<file path="src/rtl/serial_word_tx.sv">
// rtl/serial_word_tx.sv - parallel-to-serial word transmitter, LSB first, with word-start marker
module serial_word_tx #(
    parameter int WIDTH = 8,
    parameter int GAP   = 0
) (
    input  logic             t_clk,
    input  logic             rst_n,
    input  logic [WIDTH-1:0] din,
    input  logic             din_valid,
    output logic             din_ready,
    output logic             ser_i,
    output logic             ser_r,
    output logic             busy
);

    localparam int CW = $clog2(WIDTH);
    localparam logic [CW-1:0] CNT_LAST = CW'(WIDTH - 1);
    localparam logic [CW-1:0] CNT_ONE  = CW'(1);
    localparam logic [3:0]    GAP_LOAD = (GAP > 0) ? 4'(GAP - 1) : 4'd0;

    typedef enum logic [1:0] {
        ST_IDLE,
        ST_SHIFT,
        ST_GAP
    } state_t;

    state_t           state, state_n;
    logic [WIDTH-1:0] hold, hold_n;
    logic             hold_full, hold_full_n;
    logic [WIDTH-1:0] shift_q, shift_n;
    logic [CW-1:0]    cnt, cnt_n;
    logic [3:0]       gap_cnt, gap_n;
    logic             ser_r_q, ser_r_n;
    logic             load;
    logic             accept;

    always_ff @(posedge t_clk or negedge rst_n) begin
        if (!rst_n) begin
            state     <= ST_IDLE;
            hold      <= '0;
            hold_full <= 1'b0;
            shift_q   <= '0;
            cnt       <= '0;
            gap_cnt   <= '0;
            ser_r_q   <= 1'b0;
        end else begin
            state     <= state_n;
            hold      <= hold_n;
            hold_full <= hold_full_n;
            shift_q   <= shift_n;
            cnt       <= cnt_n;
            gap_cnt   <= gap_n;
            ser_r_q   <= ser_r_n;
        end
    end

    // The line bit is shift_q[0]; the register is cleared whenever the line must idle low.
    always_comb begin
        state_n = state;
        shift_n = shift_q;
        cnt_n   = cnt;
        gap_n   = gap_cnt;
        ser_r_n = 1'b0;
        load    = 1'b0;
        accept  = din_valid && !hold_full;

        case (state)
            ST_IDLE: begin
                shift_n = '0;
                load    = hold_full;
            end
            ST_SHIFT: begin
                if (cnt != CNT_LAST) begin
                    shift_n = shift_q >> 1;
                    cnt_n   = cnt + CNT_ONE;
                end else if (GAP > 0) begin
                    shift_n = '0;
                    gap_n   = GAP_LOAD;
                    state_n = ST_GAP;
                end else if (hold_full) begin
                    load = 1'b1;
                end else begin
                    shift_n = '0;
                    state_n = ST_IDLE;
                end
            end
            ST_GAP: begin
                shift_n = '0;
                if (gap_cnt == 4'd0) begin
                    if (hold_full) begin
                        load = 1'b1;
                    end else begin
                        state_n = ST_IDLE;
                    end
                end else begin
                    gap_n = gap_cnt - 4'd1;
                end
            end
            default: begin
                shift_n = '0;
                state_n = ST_IDLE;
            end
        endcase

        if (load) begin
            shift_n = hold;
            ser_r_n = 1'b1;
            cnt_n   = '0;
            state_n = ST_SHIFT;
        end

        // Accept and drain are mutually exclusive: accept needs hold empty, drain needs it full.
        hold_n      = accept ? din : hold;
        hold_full_n = load ? 1'b0 : (accept ? 1'b1 : hold_full);
    end

    assign din_ready = !hold_full;
    assign ser_i     = shift_q[0];
    assign ser_r     = ser_r_q;
    assign busy      = (state != ST_IDLE) || hold_full;

endmodule
</file>
<file path="config.mk">
export PLATFORM = sky130hd
export DESIGN_NAME = serial_word_tx
export DESIGN_NICKNAME = d
export VERILOG_FILES = /design/src/rtl/serial_word_tx.sv
export SDC_FILE = /design/constraint.sdc
export NUM_CORES = 1
export LEC_CHECK = 0
export BUFFER_PORTS_ARGS = -buffer_cell sky130_fd_sc_hd__buf_2
export CORE_MARGIN = 4
export CORE_UTILIZATION = 57
export CTS_BUF_LIST = sky130_fd_sc_hd__clkbuf_8
export CTS_CLUSTER_SIZE = 16
export DETAILED_ROUTE_END_ITERATION = 8
export GPL_ROUTABILITY_DRIVEN = 1
export PLACE_DENSITY_LB_ADDON = 0.2
export SYNTH_ARGS = -nofsm -noshare
export SYNTH_HDL_FRONTEND = slang
export SYNTH_SLANG_ARGS = --single-unit
</file>
<file path="constraint.sdc">
create_clock -name t_clk -period 1.8 [get_ports t_clk]
set_clock_uncertainty 0.2 [all_clocks]
set_input_delay 0 -clock t_clk [delete_from_list [all_inputs] [get_ports t_clk]]
set_output_delay 0 -clock t_clk [all_outputs]
set_load 0.05 [all_outputs]
</file>
==> flow_metrics.tcl <==
set metrics [dict create \
    fin_total_pwr_mw 2.085 \
    post_cts_buffers 0 \
    yosysWarnings 0 \
    routabilityCongestion 0.7164 \
    slew_headroom 0.6857 \
    maxCapViolations 0 \
    hold_violations 0 \
    clockBufferDepth 2 \
    synthesis.area_sq_um 959.7 \
    final_common_cell "dfrtp_1" \
    crit_type "register to register" \
    fin_crit_sh 0.9043 \
    hp-class "input port to asynchronous set/reset pin" \
    vias_per_cell 5.316 \
    drive_above_1_share 0.3673 \
    max-vdd-ir-drop_uv 1100 \
    critPathRequiredTime_ns 1.75 \
    core_area_sq_mm 0.001541 \
    synth_cell_types 18 \
    cts_tree "built" \
    end_kind "register" \
    ctsResizeCount 0 \
    grt_pass1_wl_um 3008 \
    num_vias 606 \
    ctsHoldBuffers 9 \
    cts_buffers 3 \
    tightest_slew_ns 0.4715 \
    io_pins 15 \
    drt_pre_antenna_iters 5 \
    status "complete, no violations" \
    pre_cts_slack_ns 0.1626 \
    crit_fanout 4 \
    start_util 0.6226 \
    io_buffers 14 \
    fin_area_sq_mm 0.001202 \
    rsz0062_at_grt "no" \
    clockRootBuffer "clkbuf_8" \
    clk_latency_ns 0.26 \
    diodes 0 \
    tns_ns 0 \
    syn2layout_area_growth_pct 25.29 \
    htreeDepth 1 \
    finalMaxSlewViolations 0 \
    fin_crit_ns 1.628 \
    rows 14 \
    clk_pin_slew_worst_paths_ns 0.08 \
    fp.dieW_um 49.03 \
    final_nets 112 \
    synth_nets 84 \
    layout_common_cells "dfrtp_1 (22), buf_2 (14), dlygate4sd3_1 (9)" \
    power_per_cell_area_mw_per_mm2 1734 \
    grt_antenna_before_repair 0 \
    placed_cell_area_sq_mm 0.001041 \
    fmax_mhz 614.3 \
    setup_violations 0 \
    synth.avg_cell_area_sq_um 13.52 \
    ys_ff_latch 22 \
    fillers 91 \
    leakage_nw 0.5920 \
    cp-start-kind "register" \
    die_h_um 49.03 \
    layout_setup_ws_ns 0.1722 \
    wirelength_um 1675 \
    numClockSinks 22 \
    grt_max_degree 23 \
    grt_pass1_vias 646 \
    wl_per_cell_um 14.69 \
    grt-ovfl-total 0 \
    drtIter0Drc 13 \
    grt_use_total 0.1640 \
    drc 0 \
    antenna_left 0 \
    die-area_sq_mm 0.002404 \
    dp_hpwl_um 1067 \
    arrival_ns 1.58 \
    ys_seq_area_frac 0.5737 \
    syn_inst 71 \
]
## through the flow
step	instances	hold WS, ns	utilization
6_report	114	0.02019	0.7800
3_3_place_gp	101	-0.2181	0.6753
5_1_grt	114	0.07424	0.7800
2_1_floorplan	71	-0.4956	-
3_5_place_dp	101	-0.2148	0.6753
4_1_cts	114	0.03773	0.7800
## cell type report
| type | count | area, sq um | area share |
|---|---|---|---|
| sequential | 22 | 550.5 | 0.4579 |
| multi-input combinational | 44 | 366.6 | 0.3049 |
| timing repair buffer | 27 | 190.2 | 0.1582 |
| clock buffer | 3 | 41.29 | 0.03434 |
| clock inverter | 1 | 30.03 | 0.02497 |
| tap | 16 | 20.02 | 0.01665 |
| inverter | 1 | 3.754 | 0.003122 |
## cells by family after synthesis
logic type / Yosys count / synth area share
flip-flops: 22 / 0.5737
multiplexers: 11 / 0.1591
AND/OR/NAND/NOR: 23 / 0.1525
adder cells (fa/ha/maj): 2 / 0.02607
buffers and inverters: 5 / 0.04432
AO/OA/AOI/OAI: 8 / 0.04433
## worst paths after layout
| kind | endpoint | slack [ns] | from | cells past startpoint |
|---|---|---|---|---|
| setup / recovery | cnt[1] | 0.17 | cnt[0] | 4 |
| hold / removal | shift_q[0] | 0.02 | rst_n | 2 |
| setup reg to reg | cnt[1] | 0.17 | cnt[0] | 4 |
| hold reg to reg | cnt[0] | 0.29 | cnt[0] | 1 |
| max in group asynchronous | hold[7] | 1.06 | rst_n | 2 |
| min in group t_clk | hold_full | 0.08 | din_valid | 4 |
## layer usage
metal / GRT usage / up-vias / part of all wire
met5: 0 / - / 0
met4: 0.06726 / 0 / 0.016
met3: 0.04281 / 5 / 0.042
met2: 0.2674 / 14 / 0.49
met1: 0.2048 / 293 / 0.45
li1: - / 294 / -
## cells in the mapped netlist
library cell	number	area [sq um]
a21o_1	1	7.510
buf_2	1	5.000
buf_6	3	33.78
dfrtp_1	22	550.5
ha_1	2	25.02
inv_1	1	3.750
mux2_2	2	22.52
mux2_4	8	120.1
mux2i_1	1	10.01
nand2_1	7	26.28
nand2b_1	1	6.260
nand3b_1	7	52.55
nor2_1	1	3.750
nor2b_1	3	18.77
nor2b_4	1	13.76
nor3b_2	1	12.51
o21ai_0	7	35.03
or2_2	2	12.51
## worst max-delay path: stages, from the launching register on
cell and delay, ns:
dfrtp_1 0.40, ha_1 0.20, ha_1 0.21, nor2b_4 0.16
mux2_2 0.34
## state kept, by name, indices dropped and copies added, names as in the netlist
name and cells:
hold 8, shift_q 8, cnt 3, hold_full 1, ser_r 1, state 1
## report_power, final
part,internal (mW),total (mW),switching [mW]
logic,0.409,0.802,0.393
clock network,0.297,0.458,0.161
registers,0.712,0.825,0.113
Note: power is estimated with default switching activity, not from simulation.
